==> config.mk <==
export PLATFORM = sky130hd
export DESIGN_NAME = fifo_stream_rd_adapter
export DESIGN_NICKNAME = d
export VERILOG_FILES = /design/src/rtl/fifo_stream_rd_adapter_pkg.sv /design/src/rtl/stream_skid_buf.sv /design/src/rtl/fifo_stream_rd_adapter.sv
export SDC_FILE = /design/constraint.sdc
export NUM_CORES = 1
export LEC_CHECK = 0
export CAP_MARGIN = 15
export CORE_ASPECT_RATIO = 1.1
export CORE_MARGIN = 3
export CORE_UTILIZATION = 50
export DETAILED_ROUTE_END_ITERATION = 8
export DONT_BUFFER_PORTS = 1
export PLACE_DENSITY_LB_ADDON = 0.1
export SLEW_MARGIN = 20
export SYNTH_ARGS = -nofsm -noshare
export SYNTH_HDL_FRONTEND = slang
export SYNTH_SLANG_ARGS = --single-unit
==> constraint.sdc <==
create_clock -name RD_CLK -period 4.4 [get_ports RD_CLK]
set_input_delay 0.88 -clock RD_CLK [delete_from_list [all_inputs] [get_ports RD_CLK]]
set_output_delay 0.88 -clock RD_CLK [all_outputs]
set_load 0.05 [all_outputs]
==> src/rtl/fifo_stream_rd_adapter_pkg.sv <==
// fifo_stream_rd_adapter_pkg: shared sizing helpers for the FIFO read-side stream adapter.
// Rev 1.0
`default_nettype none

package fifo_stream_rd_adapter_pkg;

    // Ceiling log2 that never returns less than 1, so a one-entry count still gets a bit.
    function automatic int clog2s(input int value);
        int r;
        r = 1;
        for (int i = 1; i < 31; i++) begin
            if ((1 << i) < value) begin
                r = i + 1;
            end
        end
        return r;
    endfunction

endpackage

`default_nettype wire

==> src/rtl/stream_skid_buf.sv <==
// stream_skid_buf: circular register buffer with push/pop and occupancy; head word is combinational.
// Rev 1.0
`default_nettype none

module stream_skid_buf
    import fifo_stream_rd_adapter_pkg::*;
#(
    parameter int DATA_WIDTH = 32,
    parameter int BUF_DEPTH  = 3,
    parameter int OCC_WIDTH  = clog2s(BUF_DEPTH + 1)
) (
    input  logic                  clk_i,
    input  logic                  rst_i,
    input  logic                  push_i,
    input  logic [DATA_WIDTH-1:0] push_data_i,
    input  logic                  pop_i,
    output logic                  valid_o,
    output logic [DATA_WIDTH-1:0] data_o,
    output logic [OCC_WIDTH-1:0]  occ_o
);

    localparam int PTR_WIDTH = clog2s(BUF_DEPTH);

    logic [DATA_WIDTH-1:0] mem_q [BUF_DEPTH];
    logic [PTR_WIDTH-1:0]  wr_ptr_q, wr_ptr_d;
    logic [PTR_WIDTH-1:0]  rd_ptr_q, rd_ptr_d;
    logic [OCC_WIDTH-1:0]  occ_q, occ_d;
    logic                  pop;

    function automatic logic [PTR_WIDTH-1:0] ptr_inc(input logic [PTR_WIDTH-1:0] p);
        return (p == PTR_WIDTH'(BUF_DEPTH - 1)) ? '0 : p + 1'b1;
    endfunction

    assign valid_o = (occ_q != '0);
    assign data_o  = mem_q[rd_ptr_q];
    assign occ_o   = occ_q;
    assign pop     = pop_i & valid_o;

    always_comb begin
        wr_ptr_d = wr_ptr_q;
        rd_ptr_d = rd_ptr_q;
        occ_d    = occ_q;
        if (push_i) begin
            wr_ptr_d = ptr_inc(wr_ptr_q);
        end
        if (pop) begin
            rd_ptr_d = ptr_inc(rd_ptr_q);
        end
        if (push_i && !pop) begin
            occ_d = occ_q + 1'b1;
        end else if (!push_i && pop) begin
            occ_d = occ_q - 1'b1;
        end
    end

    always_ff @(posedge clk_i or posedge rst_i) begin
        if (rst_i) begin
            for (int i = 0; i < BUF_DEPTH; i++) begin
                mem_q[i] <= '0;
            end
            wr_ptr_q <= '0;
            rd_ptr_q <= '0;
            occ_q    <= '0;
        end else begin
            if (push_i) begin
                mem_q[wr_ptr_q] <= push_data_i;
            end
            wr_ptr_q <= wr_ptr_d;
            rd_ptr_q <= rd_ptr_d;
            occ_q    <= occ_d;
        end
    end

endmodule

`default_nettype wire

==> src/rtl/fifo_stream_rd_adapter.sv <==
// fifo_stream_rd_adapter: credit-based reader turning a registered FIFO read port into a FWFT valid/ready stream.
// Rev 1.0
`default_nettype none

module fifo_stream_rd_adapter
    import fifo_stream_rd_adapter_pkg::*;
#(
    parameter int DATA_WIDTH = 32,
    parameter int RD_LATENCY = 1,
    parameter int BUF_DEPTH  = RD_LATENCY + 2,
    parameter int CNT_WIDTH  = clog2s(BUF_DEPTH + 1)
) (
    input  logic                  RD_CLK,
    input  logic                  RD_RST,
    output logic                  FIFO_RD_EN,
    input  logic [DATA_WIDTH-1:0] FIFO_RD_DATA,
    input  logic                  FIFO_RD_EMPTY,
    output logic                  M_VALID,
    input  logic                  M_READY,
    output logic [DATA_WIDTH-1:0] M_DATA,
    output logic [CNT_WIDTH-1:0]  LEVEL
);

    logic [RD_LATENCY-1:0] infl_q, infl_d;
    logic [CNT_WIDTH-1:0]  occ;
    logic [CNT_WIDTH-1:0]  inflight;
    logic [CNT_WIDTH:0]    credit_used;
    logic [CNT_WIDTH-1:0]  level_q, level_d;
    logic                  land;

    always_comb begin
        inflight = '0;
        for (int i = 0; i < RD_LATENCY; i++) begin
            inflight = inflight + CNT_WIDTH'(infl_q[i]);
        end
    end

    // Credit uses registered occupancy only; a pop in this cycle frees a slot next cycle.
    assign credit_used = {1'b0, occ} + {1'b0, inflight};
    assign FIFO_RD_EN  = !RD_RST && !FIFO_RD_EMPTY
                         && (credit_used < (CNT_WIDTH + 1)'(BUF_DEPTH));

    always_comb begin
        infl_d    = infl_q << 1;
        infl_d[0] = FIFO_RD_EN;
    end

    assign land = infl_q[RD_LATENCY-1];

    always_comb begin
        level_d = credit_used[CNT_WIDTH-1:0];
        if (credit_used > (CNT_WIDTH + 1)'(BUF_DEPTH)) begin
            level_d = CNT_WIDTH'(BUF_DEPTH);
        end
    end

    always_ff @(posedge RD_CLK or posedge RD_RST) begin
        if (RD_RST) begin
            infl_q  <= '0;
            level_q <= '0;
        end else begin
            infl_q  <= infl_d;
            level_q <= level_d;
        end
    end

    assign LEVEL = level_q;

    stream_skid_buf #(
        .DATA_WIDTH (DATA_WIDTH),
        .BUF_DEPTH  (BUF_DEPTH),
        .OCC_WIDTH  (CNT_WIDTH)
    ) u_buf (
        .clk_i       (RD_CLK),
        .rst_i       (RD_RST),
        .push_i      (land),
        .push_data_i (FIFO_RD_DATA),
        .pop_i       (M_READY),
        .valid_o     (M_VALID),
        .data_o      (M_DATA),
        .occ_o       (occ)
    );

endmodule

`default_nettype wire

== Word-level counts from Yosys, hierarchy flattened ==
Cells that the tools add are included.
Widths: inputs -> output; s select.

* Add/sub/neg operators: 5
* Magnitude comparators: 5
* Equal/unequal tests: 2
* Muxes and demuxes: 11
* Bitwise logic cells: 3
* Reduce and logical (&&, ||, !) cells: 11

{| class="wikitable"
|+ Operators by type and width
! operator !! number
|-
| $bwmux 96 || 1
|-
| $mux 32 || 3
|-
| $bmux 32 s2 || 1
|-
| $demux 32 s2 || 1
|-
| $mux 2 || 5
|-
| $add 2x1->2 const B || 3
|-
| $ge 3x3->1 const B || 2
|-
| $not 2->3 || 2
|-
| $logic_and 1x1->1 || 5
|-
| $eq 2x2->1 const B || 2
|-
| $logic_not 1->1 || 4
|-
| $reduce_bool 2->1 || 2
|-
| $add 2x1->3 || 1
|-
| $gt 3x2->1 const B || 1
|-
| $lt 3x1->1 const B || 1
|-
| $lt 3x2->1 const B || 1
|-
| $sub 2x1->2 const B || 1
|-
| $and 1x1->1 || 1
|}

* Register bits after elaboration: 105
* Input port bits: 36
* Logic and storage cells: 45

== Logic depth before layout (Yosys ltp) ==
Gate-level depths: netlist (run 1).

* Word-level depth: 6
* Gate-level depth with buffers: 5
* Depth with buffers taken out: 5

== Hierarchy ==
From an unflattened synthesis (run 1), not the netlist that was laid out.

* Cell total of the unflattened synthesis: 347
* Area, all modules: 4,750.8 um^2

{| class="wikitable"
|+ Modules (own cells, without submodules)
! module !! times used !! cells each !! area an instance (um^2)
|-
| stream_skid_buf || 1 || 334 || 4,596.9
|-
| fifo_stream_rd_adapter || 1 || 13 || 153.9
|}

== Worst setup path after synthesis (run 1) ==
No wires, ideal clock.

* Path kind: flip-flop to output port
* From: register u_buf.rd_ptr_q[1]
* To: output M_DATA[10]
* Data arrival time: 2,028 ps
* Required time: 3,520 ps
* Path slack: 1,492 ps
* Stages on the path, launching flop included: 5
* Path buffers: 2
* Path through: dfrtp_1 buf_2 buf_2 mux2i_1 o21ai_0

* Word-level cells in the longest chain between the ends: 4

{| class="wikitable"
|+ Ends and longest elaborated chain
! element !! line !! text
|-
| start: declaration || stream_skid_buf.sv:26 || <nowiki>logic [PTR_WIDTH-1:0] rd_ptr_q, rd_ptr_d;</nowiki>
|-
| start signal: assignment || stream_skid_buf.sv:69 || <nowiki>rd_ptr_q <= rd_ptr_d;</nowiki>
|-
| $not 2->3 (not written as such) || stream_skid_buf.sv:35 || <nowiki>assign data_o = mem_q[rd_ptr_q];</nowiki>
|-
| $bmux 32 s2 || stream_skid_buf.sv:35 ||
|-
| $mux 32 (not written as such) (2 in series) || stream_skid_buf.sv:35 ||
|-
| end: declaration || fifo_stream_rd_adapter.sv:20 || <nowiki>output logic [DATA_WIDTH-1:0] M_DATA,</nowiki>
|}

No other way between the ends. The select of a mux whose other input is x is not followed.

== Worst setup path after layout (run 1) ==
* From: register u_buf.rd_ptr_q[1]
* To: output M_DATA[9]

Same word-level chain as after synthesis.

==> results of run 1 <==
==> worst paths after layout <==
check,slack [ns],endpoint,start
setup / recovery,1.27,M_DATA[9],u_buf.rd_ptr_q[1]
hold / removal,0.51,u_buf.mem_q[61],u_buf.mem_q[61]
setup reg to reg,2.19,u_buf.mem_q[83],infl_q
hold reg to reg,0.51,u_buf.mem_q[61],u_buf.mem_q[61]
max in group asynchronous,2.85,u_buf.mem_q[8],RD_RST
min in group asynchronous,0.61,u_buf.mem_q[19],RD_RST
==> logic make-up after synthesis <==
family	after synthesis	share of synthesized area
AO/OA/AOI/OAI	39	0.04434
XOR/XNOR	3	0.005543
adder cells (fa/ha/maj)	4	0.01056
buffers and inverters	27	0.02929
flip-flops	105	0.5542
multiplexers	129	0.3217
AND/OR/NAND/NOR	39	0.03431
==> cell type report <==
cell class                      count  area (um2)  area share
Clock buffer                       11       141.4     0.02771
Tap cell                          114       142.6     0.02795
Timing Repair Buffer               13       97.59     0.01913
Clock inverter                      4       77.57     0.01520
Sequential cell                   105        2629      0.5152
Inverter                            6       25.02    0.004904
Multi-Input combinational cell    214        1989      0.3899
==> cell usage after synthesis <==
master	instances
sky130_fd_sc_hd__a211o_1	1
sky130_fd_sc_hd__a21o_1	3
sky130_fd_sc_hd__a21oi_1	1
sky130_fd_sc_hd__buf_2	12
sky130_fd_sc_hd__buf_6	3
sky130_fd_sc_hd__clkbuf_1	6
sky130_fd_sc_hd__dfrtp_1	105
sky130_fd_sc_hd__ha_1	4
sky130_fd_sc_hd__inv_1	5
sky130_fd_sc_hd__inv_2	1
sky130_fd_sc_hd__mux2_2	67
sky130_fd_sc_hd__mux2_4	30
sky130_fd_sc_hd__mux2i_1	32
sky130_fd_sc_hd__nand2_1	32
sky130_fd_sc_hd__nand3_1	1
sky130_fd_sc_hd__nor2_1	1
sky130_fd_sc_hd__nor2b_1	1
sky130_fd_sc_hd__nor3_1	1
sky130_fd_sc_hd__nor3_2	1
sky130_fd_sc_hd__o21ai_0	31
sky130_fd_sc_hd__o22ai_1	3
sky130_fd_sc_hd__or2_2	1
sky130_fd_sc_hd__or3_1	1
sky130_fd_sc_hd__xnor2_1	2
sky130_fd_sc_hd__xor2_1	1
==> stage by stage <==
| stage | utilization | area, um2 | hold WS [ns] | cells |
|---|---|---|---|---|
| 2_1_floorplan | - | 4741 | 0.4791 | 346 |
| 3_3_place_gp | 0.5394 | 4883 | 0.4872 | 452 |
| 3_5_place_dp | 0.5394 | 4883 | 0.4924 | 452 |
| 4_1_cts | 0.5636 | 5102 | 0.5142 | 467 |
| 5_1_grt | 0.5636 | 5102 | 0.5205 | 467 |
| 6_report | 0.5636 | 5102 | 0.5107 | 467 |
==> registers in the layout, indices dropped and copies added (netlist names) <==
register and cells:
u_buf.occ_o 2, infl_q 1, u_buf.wr_ptr_q 2, LEVEL 2, u_buf.mem_q 96, u_buf.rd_ptr_q 2
==> critical path: stages (launching register included) <==
cell	delay (ns)
sky130_fd_sc_hd__dfrtp_2	0.37
sky130_fd_sc_hd__buf_4	0.54
sky130_fd_sc_hd__mux2i_1	0.20
sky130_fd_sc_hd__o21ai_1	0.77
==> routing by layer <==
metal / up-vias / GRT usage / share of wire
met2: 63 / 0.2826 / 0.47
met4: 0 / 0.06732 / 0.019
met1: 1357 / 0.2284 / 0.45
met5: - / 0 / 0
li1: 1219 / - / -
met3: 13 / 0.04968 / 0.057
==> impl_metrics.xml, run 1 <==
<?xml version="1.0" encoding="UTF-8"?>
<metrics>
  <group name="run_status">
    <metric name="result_of_the_run" unit="">finished, final reports clean</metric>
  </group>
  <group name="timing">
    <metric name="post-route-period-util" unit="">0.7110</metric>
    <metric name="worst_pin_slew" unit="ns">1.084</metric>
    <metric name="achievable-frequency" unit="GHz">0.3197</metric>
    <metric name="worst_slew_margin_rel" unit="">0.2770</metric>
    <metric name="final_hold_viol_count" unit="">0</metric>
    <metric name="report.final.slew_viol_count" unit="">0</metric>
    <metric name="timing.setup.tns" unit="ns">0</metric>
    <metric name="rsz0062_at_grt" unit="">false</metric>
    <metric name="setup_violations" unit="">0</metric>
    <metric name="finalWorstPathRequiredPeriod" unit="ns">3.128</metric>
    <metric name="worst_clock_skew" unit="ns">0.01241</metric>
    <metric name="setup_slack" unit="ns">1.272</metric>
  </group>
  <group name="floorplanning">
    <metric name="die_h" unit="um">108.1</metric>
    <metric name="start_util" unit="">0.5236</metric>
    <metric name="core_area" unit="um2">9054</metric>
    <metric name="rows" unit="">36</metric>
    <metric name="die-width" unit="um">98.84</metric>
    <metric name="io-pin-count" unit="">72</metric>
    <metric name="floorplan.die_area" unit="um2">10690</metric>
  </group>
  <group name="critical_path">
    <metric name="worst_setup_path_start_kind" unit="">flip-flop</metric>
    <metric name="timing.critical_path.required" unit="ns">3.52</metric>
    <metric name="timing.critical_path.arrival" unit="ns">2.25</metric>
    <metric name="reg2reg_depth" unit="">4</metric>
    <metric name="crit_fanout" unit="">37</metric>
    <metric name="critPathKind" unit="">reg2out</metric>
    <metric name="worstSetupEndpointType" unit="">output pin</metric>
  </group>
  <group name="logic_synthesis">
    <metric name="yosys_warnings" unit="">0</metric>
    <metric name="synthCells" unit="">346</metric>
    <metric name="synthDominantCellAreaShare" unit="">0.5542</metric>
    <metric name="ys_top_cells_by_area" unit="">sky130_fd_sc_hd__dfrtp_1 55%, sky130_fd_sc_hd__mux2_2 16%, sky130_fd_sc_hd__mux2_4 9.5%</metric>
    <metric name="synth.ff_latch_count" unit="">105</metric>
    <metric name="synthesis.nets" unit="">386</metric>
    <metric name="post_synth.cell_area_avg" unit="um2">13.70</metric>
    <metric name="yosysTopAreaCell" unit="">sky130_fd_sc_hd__dfrtp_1</metric>
    <metric name="ys_seq_area_frac" unit="">0.5542</metric>
    <metric name="count_of_different_cell_masters_after_synthesis" unit="">25</metric>
    <metric name="synth.cell_area" unit="um2">4741</metric>
  </group>
  <group name="cells_and_area">
    <metric name="layout.cells.most_common_list" unit="">104 x sky130_fd_sc_hd__dfrtp_1, 67 x sky130_fd_sc_hd__mux2_2, 32 x sky130_fd_sc_hd__mux2i_1, 32 x sky130_fd_sc_hd__nand2_1, 30 x sky130_fd_sc_hd__mux2_4</metric>
    <metric name="antenna_diode_count" unit="">0</metric>
    <metric name="final_common_cell" unit="">sky130_fd_sc_hd__dfrtp_1</metric>
    <metric name="fin_nets" unit="">389</metric>
    <metric name="share_of_cells_above_drive_strength_1" unit="">0.3739</metric>
    <metric name="filler_cell_count" unit="">753</metric>
    <metric name="syn_to_final_growth" unit="%">7.627</metric>
  </group>
  <group name="drt">
    <metric name="drt.antenna.violating_nets" unit="">0</metric>
    <metric name="drt-initial-drc-count" unit="">91</metric>
    <metric name="drt-vias-per-instance" unit="">5.679</metric>
    <metric name="pre_repair_dr_iteration_count" unit="">4</metric>
    <metric name="wl" unit="um">8785</metric>
    <metric name="post_drt_wl_per_cell" unit="um">18.81</metric>
    <metric name="dr_drc_count" unit="">0</metric>
    <metric name="num_vias" unit="">2652</metric>
  </group>
  <group name="run">
    <metric name="maxCapViolCount" unit="">0</metric>
  </group>
  <group name="clock_tree">
    <metric name="cts_root_buf" unit="">sky130_fd_sc_hd__clkbuf_8</metric>
    <metric name="worst_skew_pair.late_latency" unit="ns">0.36</metric>
    <metric name="post-cts-setup-buffer-count" unit="">0</metric>
    <metric name="ctsHtreeMaxLevel" unit="">3</metric>
    <metric name="clock_tree_from_tritoncts" unit="">built</metric>
    <metric name="tritoncts.num_buffers" unit="">9</metric>
    <metric name="number_of_clock_sinks" unit="">105</metric>
    <metric name="path_clk_slew" unit="ns">0.09</metric>
    <metric name="cts_resized" unit="">0</metric>
    <metric name="maximum_buffer_depth_of_the_clock_tree" unit="">2</metric>
    <metric name="cts.hold.buffers_added" unit="">0</metric>
  </group>
  <group name="global_route">
    <metric name="overflow" unit="">0</metric>
    <metric name="gr-usage-all-layers" unit="">0.1764</metric>
    <metric name="grt_antenna_before_repair" unit="">0</metric>
    <metric name="grt_max_degree" unit="">80</metric>
    <metric name="grt_pass1_wl" unit="um">14780</metric>
    <metric name="first_global_vias" unit="">2754</metric>
  </group>
  <group name="worst_hold_path">
    <metric name="holdPathStages" unit="">1</metric>
    <metric name="hp-class" unit="">reg2reg</metric>
  </group>
  <group name="placement">
    <metric name="finalWeightedCongestion" unit="">0.6805</metric>
    <metric name="hpwl" unit="um">5590</metric>
    <metric name="place_worst_setup_slack" unit="ns">1.551</metric>
    <metric name="port_buffers" unit="">0</metric>
  </group>
</metrics>
Power of run 1 is left out: the tool's default activity adds up to more than one toggle a clock period on the data nets, which glitch-free logic cannot reach.
==> run 2, diff against run 1 <==
clock period = 3.2 ns   (was 4.4 ns; I/O delays follow)
==> impl_metrics.xml, run 2 (synthesis results as in run 1) <==
<?xml version="1.0" encoding="UTF-8"?>
<metrics>
  <group name="global_route">
    <metric name="grt_util_met2" unit="">0.3037</metric>
    <metric name="globalRoute.busiestLayer" unit="">met2</metric>
    <metric name="first_global_vias" unit="">2978</metric>
    <metric name="gr-usage-all-layers" unit="">0.1824</metric>
    <metric name="use_met3" unit="">0.04581</metric>
    <metric name="grt_util_met1" unit="">0.2329</metric>
    <metric name="grt_pass1_wl" unit="um">15180</metric>
    <metric name="grt_max_degree" unit="">57</metric>
    <metric name="overflow" unit="">0</metric>
    <metric name="grt_antenna_before_repair" unit="">0</metric>
  </group>
  <group name="clock_tree">
    <metric name="tritoncts.num_buffers" unit="">9</metric>
    <metric name="worst_skew_pair.late_latency" unit="ns">0.37</metric>
    <metric name="cts_resized" unit="">0</metric>
    <metric name="clock_tree_from_tritoncts" unit="">built</metric>
    <metric name="number_of_clock_sinks" unit="">105</metric>
    <metric name="post-cts-setup-buffer-count" unit="">0</metric>
    <metric name="maximum_buffer_depth_of_the_clock_tree" unit="">2</metric>
    <metric name="path_clk_slew" unit="ns">0.09</metric>
    <metric name="cts_root_buf" unit="">sky130_fd_sc_hd__clkbuf_8</metric>
    <metric name="cts.hold.buffers_added" unit="">0</metric>
    <metric name="ctsHtreeMaxLevel" unit="">3</metric>
  </group>
  <group name="floorplanning">
    <metric name="start_util" unit="">0.5236</metric>
    <metric name="floorplan.die_area" unit="um2">10690</metric>
    <metric name="core_area" unit="um2">9054</metric>
    <metric name="io-pin-count" unit="">72</metric>
    <metric name="die_h" unit="um">108.1</metric>
    <metric name="rows" unit="">36</metric>
    <metric name="die-width" unit="um">98.84</metric>
  </group>
  <group name="timing">
    <metric name="final_hold_viol_count" unit="">0</metric>
    <metric name="worst_slew_margin_rel" unit="">0.5336</metric>
    <metric name="worst_clock_skew" unit="ns">0.01240</metric>
    <metric name="finalWorstPathRequiredPeriod" unit="ns">2.801</metric>
    <metric name="achievable-frequency" unit="GHz">0.3570</metric>
    <metric name="setup_slack" unit="ns">0.3988</metric>
    <metric name="post-route-period-util" unit="">0.8754</metric>
    <metric name="whs" unit="ns">0.3290</metric>
    <metric name="rsz0062_at_grt" unit="">false</metric>
    <metric name="timing.setup.tns" unit="ns">0</metric>
    <metric name="setup_violations" unit="">0</metric>
    <metric name="worst_pin_slew" unit="ns">0.6996</metric>
    <metric name="report.final.slew_viol_count" unit="">0</metric>
  </group>
  <group name="critical_path">
    <metric name="timing.critical_path.required" unit="ns">2.56</metric>
    <metric name="reg2reg_depth" unit="">4</metric>
    <metric name="critical-path-slowest-cell" unit="">sky130_fd_sc_hd__dfrtp_2</metric>
    <metric name="number_of_buffer_and_inverter_instances_along_the_worst_setup_path" unit="">2</metric>
    <metric name="critPathKind" unit="">reg2out</metric>
    <metric name="crit_fanout" unit="">21</metric>
    <metric name="timing.critical_path.slowest_cell_delay" unit="ns">0.80</metric>
    <metric name="critical_path_cell_count" unit="">4</metric>
    <metric name="timing.critical_path.arrival" unit="ns">2.16</metric>
    <metric name="critical_path.top_delay_family" unit="">flip-flops</metric>
    <metric name="worstSetupEndpointType" unit="">output pin</metric>
    <metric name="worstPathCellList" unit="">buf_4 &gt; mux2i_1 &gt; o21ai_1 &gt; buf_12</metric>
    <metric name="worst_setup_path_start_kind" unit="">flip-flop</metric>
  </group>
  <group name="cells_and_area">
    <metric name="final_area" unit="um2">5614</metric>
    <metric name="final_common_cell" unit="">sky130_fd_sc_hd__dfrtp_1</metric>
    <metric name="antenna_diode_count" unit="">0</metric>
    <metric name="layout.cells.most_common_list" unit="">104 x sky130_fd_sc_hd__dfrtp_1, 67 x sky130_fd_sc_hd__mux2_2, 32 x sky130_fd_sc_hd__mux2i_1, 32 x sky130_fd_sc_hd__nand2_1, 30 x sky130_fd_sc_hd__mux2_4</metric>
    <metric name="share_of_cells_above_drive_strength_1" unit="">0.4173</metric>
    <metric name="largest-register" unit="">u_buf.mem_q</metric>
    <metric name="fin_nets" unit="">416</metric>
    <metric name="syn_to_final_growth" unit="%">18.42</metric>
    <metric name="largest_register_ffs" unit="">96</metric>
  </group>
  <group name="drt">
    <metric name="post_drt_wl_per_cell" unit="um">18.37</metric>
    <metric name="drt-initial-drc-count" unit="">96</metric>
    <metric name="wl" unit="um">9093</metric>
    <metric name="drt.antenna.violating_nets" unit="">0</metric>
    <metric name="dr_drc_count" unit="">0</metric>
    <metric name="drt-vias-per-instance" unit="">5.485</metric>
    <metric name="num_vias" unit="">2715</metric>
    <metric name="pre_repair_dr_iteration_count" unit="">4</metric>
  </group>
  <group name="placement">
    <metric name="place_worst_setup_slack" unit="ns">0.7982</metric>
    <metric name="hpwl" unit="um">5824</metric>
    <metric name="port_buffers" unit="">0</metric>
    <metric name="finalWeightedCongestion" unit="">0.7034</metric>
    <metric name="postPlaceCellArea" unit="um2">5438</metric>
  </group>
  <group name="run_status">
    <metric name="result_of_the_run" unit="">finished, final reports clean</metric>
  </group>
  <group name="run">
    <metric name="maxCapViolCount" unit="">0</metric>
  </group>
  <group name="worst_hold_path">
    <metric name="hp-class" unit="">in2async</metric>
  </group>
</metrics>
run 2: layer usage:
metal  up-vias  wire length, um
met4         0              123
li1       1272                -
met2        50             4494
met1      1382             4006
met3        11              468
met5         -                0
run 2: per-stage QoR:
step           cells  utilization
6_report         495       0.6201
5_1_grt          495       0.6201
4_1_cts          495       0.6197
3_5_place_dp     479       0.6006
3_3_place_gp     479       0.6006
2_1_floorplan    346            -
run 2: cell type report:
cell class	count	area, um2
sequential	105	2629
multi-input combinational	214	1993
fill	711	3440
tap	114	142.6
clock inverter	5	41.29
inverter	6	26.28
clock buffer	11	131.4
timing repair buffer	40	650.6
run 2: path summary, 6_finish.rpt:
| path | end | startpoint | slack [ns] |
|---|---|---|---|
| worst max-delay path | M_DATA[3] | u_buf.rd_ptr_q[1] | 0.40 |
| worst min-delay path | LEVEL[1] | RD_RST | 0.33 |
| worst max register to register | u_buf.mem_q[84] | infl_q | 1.22 |
| worst min register to register | u_buf.mem_q[72] | u_buf.mem_q[72] | 0.51 |
| max in group asynchronous | u_buf.rd_ptr_q[1] | RD_RST | 2.33 |
| min in group RD_CLK | u_buf.mem_q[7] | FIFO_RD_DATA[7] | 0.41 |
Power of run 2 is left out for the same reason.
